[src/rtl/mem_copy_pkg.sv]
// Shared types and default widths for the word-at-a-time memory copy engine.
package mem_copy_pkg;

    localparam int DEF_ADDR_WIDTH = 10;
    localparam int DEF_DATA_WIDTH = 32;

    typedef enum logic [1:0] {
        IDLE  = 2'd0,
        READ  = 2'd1,
        WRITE = 2'd2,
        DONE  = 2'd3
    } state_t;

endpackage

[src/rtl/mem_copy_engine.sv]
// Copies (or, with MEM_COPY_FILL_EN defined, fills) a block of RAM words one word
// per READ/WRITE pair; all outputs are registered from the next-state decode.
module mem_copy_engine
    import mem_copy_pkg::*;
#(
    parameter int ADDR_WIDTH = DEF_ADDR_WIDTH,
    parameter int DATA_WIDTH = DEF_DATA_WIDTH
) (
    input  logic                  clk,
    input  logic                  rst,
    input  logic                  start,
    input  logic [ADDR_WIDTH-1:0] src_addr,
    input  logic [ADDR_WIDTH-1:0] dst_addr,
    input  logic [ADDR_WIDTH:0]   length,
`ifdef MEM_COPY_FILL_EN
    input  logic                  fill,
    input  logic [DATA_WIDTH-1:0] fill_value,
`endif
    output logic                  busy,
    output logic                  done,
    output logic [ADDR_WIDTH-1:0] mem_address,
    output logic [DATA_WIDTH-1:0] mem_wdata,
    output logic                  mem_write,
    input  logic [DATA_WIDTH-1:0] mem_rdata
);

    localparam logic [ADDR_WIDTH-1:0] ADDR_ZERO = {ADDR_WIDTH{1'b0}};
    localparam logic [ADDR_WIDTH-1:0] ADDR_ONE  = {{(ADDR_WIDTH-1){1'b0}}, 1'b1};
    localparam logic [ADDR_WIDTH:0]   CNT_ZERO  = {(ADDR_WIDTH+1){1'b0}};
    localparam logic [ADDR_WIDTH:0]   CNT_ONE   = {{ADDR_WIDTH{1'b0}}, 1'b1};
    localparam logic [DATA_WIDTH-1:0] DATA_ZERO = {DATA_WIDTH{1'b0}};

    state_t                  state_r, state_s;
    logic [ADDR_WIDTH-1:0]   src_ptr_r, src_ptr_s;
    logic [ADDR_WIDTH-1:0]   dst_ptr_r, dst_ptr_s;
    logic [ADDR_WIDTH:0]     count_r, count_s;
    logic [DATA_WIDTH-1:0]   buf_r, buf_s;
    logic                    fill_mode_s;
    logic                    fill_start_s;
    logic [ADDR_WIDTH-1:0]   address_s;
    logic [DATA_WIDTH-1:0]   wdata_s;
    logic                    busy_r, done_r, mem_write_r;
    logic [ADDR_WIDTH-1:0]   mem_address_r;
    logic [DATA_WIDTH-1:0]   mem_wdata_r;

`ifdef MEM_COPY_FILL_EN
    logic fill_r, fill_s;
    assign fill_mode_s  = fill_r;
    assign fill_start_s = fill;
`else
    assign fill_mode_s  = 1'b0;
    assign fill_start_s = 1'b0;
`endif

    // Next-state, pointer, count and buffer decode.
    always_comb begin
        state_s   = state_r;
        src_ptr_s = src_ptr_r;
        dst_ptr_s = dst_ptr_r;
        count_s   = count_r;
        buf_s     = buf_r;
`ifdef MEM_COPY_FILL_EN
        fill_s    = fill_r;
`endif
        case (state_r)
            IDLE: begin
                if (start) begin
                    if (length == CNT_ZERO) begin
                        state_s = DONE;
                    end else begin
                        src_ptr_s = src_addr;
                        dst_ptr_s = dst_addr;
                        count_s   = length;
`ifdef MEM_COPY_FILL_EN
                        fill_s    = fill;
                        buf_s     = fill ? fill_value : buf_r;
`endif
                        state_s   = fill_start_s ? WRITE : READ;
                    end
                end else begin
                    state_s = IDLE;
                end
            end
            READ: begin
                buf_s   = mem_rdata;
                state_s = WRITE;
            end
            WRITE: begin
                src_ptr_s = src_ptr_r + ADDR_ONE;
                dst_ptr_s = dst_ptr_r + ADDR_ONE;
                count_s   = count_r - CNT_ONE;
                if (count_r > CNT_ONE) begin
                    state_s = fill_mode_s ? WRITE : READ;
                end else begin
                    state_s = DONE;
                end
            end
            DONE: begin
                state_s = IDLE;
            end
            default: begin
                state_s = IDLE;
            end
        endcase
    end

    // RAM-side values for the state being entered, so the port registers match it.
    always_comb begin
        address_s = ADDR_ZERO;
        wdata_s   = DATA_ZERO;
        case (state_s)
            READ: begin
                address_s = src_ptr_s;
            end
            WRITE: begin
                address_s = dst_ptr_s;
                wdata_s   = buf_s;
            end
            default: begin
                address_s = ADDR_ZERO;
                wdata_s   = DATA_ZERO;
            end
        endcase
    end

    // State, datapath and registered output update.
    always_ff @(posedge clk) begin
        if (rst) begin
            state_r       <= IDLE;
            src_ptr_r     <= ADDR_ZERO;
            dst_ptr_r     <= ADDR_ZERO;
            count_r       <= CNT_ZERO;
            buf_r         <= DATA_ZERO;
`ifdef MEM_COPY_FILL_EN
            fill_r        <= 1'b0;
`endif
            busy_r        <= 1'b0;
            done_r        <= 1'b0;
            mem_write_r   <= 1'b0;
            mem_address_r <= ADDR_ZERO;
            mem_wdata_r   <= DATA_ZERO;
        end else begin
            state_r       <= state_s;
            src_ptr_r     <= src_ptr_s;
            dst_ptr_r     <= dst_ptr_s;
            count_r       <= count_s;
            buf_r         <= buf_s;
`ifdef MEM_COPY_FILL_EN
            fill_r        <= fill_s;
`endif
            busy_r        <= (state_s != IDLE);
            done_r        <= (state_s == DONE);
            mem_write_r   <= (state_s == WRITE);
            mem_address_r <= address_s;
            mem_wdata_r   <= wdata_s;
        end
    end

    assign busy        = busy_r;
    assign done        = done_r;
    assign mem_write   = mem_write_r;
    assign mem_address = mem_address_r;
    assign mem_wdata   = mem_wdata_r;

endmodule

[config.mk]
export PLATFORM = sky130hd
export DESIGN_NAME = mem_copy_engine
export DESIGN_NICKNAME = d
export VERILOG_FILES = /design/src/rtl/mem_copy_pkg.sv /design/src/rtl/mem_copy_engine.sv
export SDC_FILE = /design/constraint.sdc
export NUM_CORES = 1
export LEC_CHECK = 0
export BUFFER_PORTS_ARGS = -buffer_cell sky130_fd_sc_hd__buf_2
export CORE_MARGIN = 4
export CORE_UTILIZATION = 55
export CTS_BUF_LIST = sky130_fd_sc_hd__clkbuf_8
export CTS_CLUSTER_SIZE = 30
export DETAILED_ROUTE_END_ITERATION = 12
export GPL_TIMING_DRIVEN = 0
export PLACE_DENSITY = 0.86
export SYNTH_ARGS = -nofsm -noshare
export SYNTH_HDL_FRONTEND = slang
export SYNTH_SLANG_ARGS = --single-unit
[constraint.sdc]
create_clock -name clk -period 3.3 [get_ports clk]
set_input_delay 0.495 -clock clk [delete_from_list [all_inputs] [get_ports clk]]
set_output_delay 0.495 -clock clk [all_outputs]
set_load 0.1 [all_outputs]
==> impl_metrics.py <==
metrics = {
    "place": {
        "hpwl_um": 7410,
        "numPortBuffers": 110,
        "gp_congestion": 0.909,
        "place_inst": 559,
    },
    "drt": {
        "wl_per_cell_um": 17.4,
        "ant_nets": 0,
        "drtPass1Iterations": 6,
        "routed_via_density": 6.13,
        "first_iter_violations": 513,
        "drc": 0,
        "num_vias": 3517,
        "totalWireLength_um": 10000,
    },
    "job": {
        "max_cap_viol_count": 0,
    },
    "logic_synthesis": {
        "syn_avg_cell_area_um2": 8.77,
        "async_flop_share": 0,
        "syn_inst": 377,
        "synth-edff-count": 0,
        "yosys.area.top_type": "dfxtp_1",
        "syn_nets": 447,
        "synthTopCellsByArea": "dfxtp_1, and3_1, a21oi_1",
        "ys_types": 56,
        "netlist_area_mm2": 0.00331,
        "yosys_warnings": 0,
        "ys_seq_elements": 78,
        "synthFlopType": "dfxtp_1",
        "synth_top_area_share": 0.472,
        "yosysSeqAreaShare": 0.472,
    },
    "finish": {
        "drive_gt1_frac": 0.273,
        "fillers": 460,
        "multiInputGateArea_mm2": 0.00160,
        "area_delta_synth_final_pct": 25.0,
        "final_nets": 568,
        "num_antenna_cells": 0,
        "mostFrequentLayoutCells": "buf_2, dfxtp_1, and3_1, nor2_1",
        "final_common_cell": "buf_2",
        "fin_cells": 574,
        "seq_area_mm2": 0.00156,
    },
    "clocking": {
        "clk_pin_slew_ps": 80,
        "post_cts_buffers": 0,
        "cts_tree": "done",
        "cts_made_buffers": 9,
        "clockBufferDepth": 2,
        "postCtsHoldBufs": 0,
        "ctsHtreeMaxLevel": 3,
        "post_cts_resized": 0,
        "clkLatencyLatePin_ps": 350,
        "cts.sinks": 78,
        "cts_root_buf": "clkbuf_8",
    },
    "timing": {
        "finalClockSkew_ps": 10.2,
        "relSlewSlack": 0.504,
        "finalSetupViolations": 0,
        "finalCritPeriodShare": 0.750,
        "drv_slew": 0,
        "setup_tns_ps": 0,
        "min_period_ps": 2480,
        "holdWs_ps": 366,
        "rsz0062_at_grt": "false",
        "hold_viol_final": 0,
        "worst_pin_slew_ps": 740,
        "clock.fmax_mhz": 404,
    },
    "floorplanning": {
        "design.portCount": 111,
        "fp.dieW_um": 85.6,
        "rows": 27,
        "die_h_um": 85.6,
        "initial_core_util": 0.583,
        "core_mm2": 0.00568,
        "dieArea_mm2": 0.00732,
    },
    "global_routing": {
        "overflow": 0,
        "antenna_found_initial": 0,
        "grt_usage": 0.278,
        "grt_pass1_wl_um": 16100,
        "grt_max_degree": 14,
        "grt_pass1_vias": 3373,
    },
    "worst_hold_path": {
        "hold_depth": 2,
        "hold_path.class": "in2reg",
        "hold_end": "mem_wdata[23]",
        "hold_path_startpoint": "mem_rdata[23]",
    },
    "setup_path": {
        "worstSetupStartpoint": "length[7]",
        "reg2regPathDepth": 6,
        "crit_path_end_kind": "flop",
        "path_class": "in2reg",
        "critPathLaunchType": "input port",
        "reg2reg_slack_ps": 970,
        "crit_arrival_ps": 2700,
        "critPathRequiredTime_ps": 3520,
        "critPathMaxFanout": 10,
        "r2r-end": "mem_address[3]",
        "r2r_start": "state_r[1]",
    },
    "power": {
        "powerDensity_mw_per_mm2": 540,
        "p_total_mw": 2.23,
        "ir_drop_v": 0.000436,
        "total_leakage_power_nw": 1.90,
    },
    "run_status": {
        "status": "completed",
    },
}
## registers in the layout, summed over array words and instances, names as in the netlist
register     cells
mem_wdata       32
dst_ptr_r       10
busy             1
src_ptr_r       10
count_r         11
done             1
state_r          2
mem_write        1
mem_address     10
## cell usage after synthesis (all sizes together) (7+ instances only)
cell type,number
nand3,10
and3,35
nor2,34
nand2,25
o21ai,17
clkbuf,26
nor3,10
dfxtp,78
a31oi,7
inv,10
a21oi,26
## power breakdown
part	switching [mW]	internal [mW]	total [mW]	leakage, nW
clock	0.351	0.343	0.694	0.0911
sequential	0.0420	0.999	1.04	0.639
combinational	0.359	0.140	0.498	1.17
total	0.751	1.48	2.23	1.90
## per-stage QoR
step                setup slack, ps  area, um^2  utilization
global placement                542        3950        0.696
finish                          824        4140        0.729
global route                    756        4140        0.729
detailed placement              520        3950        0.696
CTS                             906        4140        0.729
floorplan                       952        3310            -
## worst max-delay path by stage
stage                      to  slack [ps]
3_3_place_gp   mem_address[4]         540
4_1_cts            count_r[3]         910
5_1_grt        mem_address[4]         760
6_report           count_r[3]         820
2_1_floorplan    src_ptr_r[4]         950
3_5_place_dp   mem_address[4]         520
## cell families after synthesis
family / synth area share
xor+xnor: 0.00265
compound gates: 0.233
mux: 0.00946
fa+ha+maj: 0.0151
simple gates: 0.223
buf+inv: 0.0450
flops: 0.472
## critical path: stages
cell	delay (ps)
buf_2	100
or4_1	540
clkbuf_1	200
or3_1	370
clkbuf_1	250
o21ai_2	470
o22a_1	230
nor2_1	40
## layout make-up
class	instances	share of cell area
buffer	29	0.0269
clock inverter	6	0.0154
timing repair buffer	110	0.133
tap	72	0.0218
multi-input combinational	260	0.386
clock buffer	9	0.0299
sequential	78	0.377
inverter	10	0.00907
## routing by layer
metal / track usage / wire (um) / vias to the layer above
met5: 0 / 0 / -
met3: 0.0797 / 1170 / 48
li1: - / - / 1638
met1: 0.336 / 3750 / 1581
met4: 0.138 / 411 / 0
met2: 0.452 / 4690 / 250
Power figures use the tool's default switching activity.
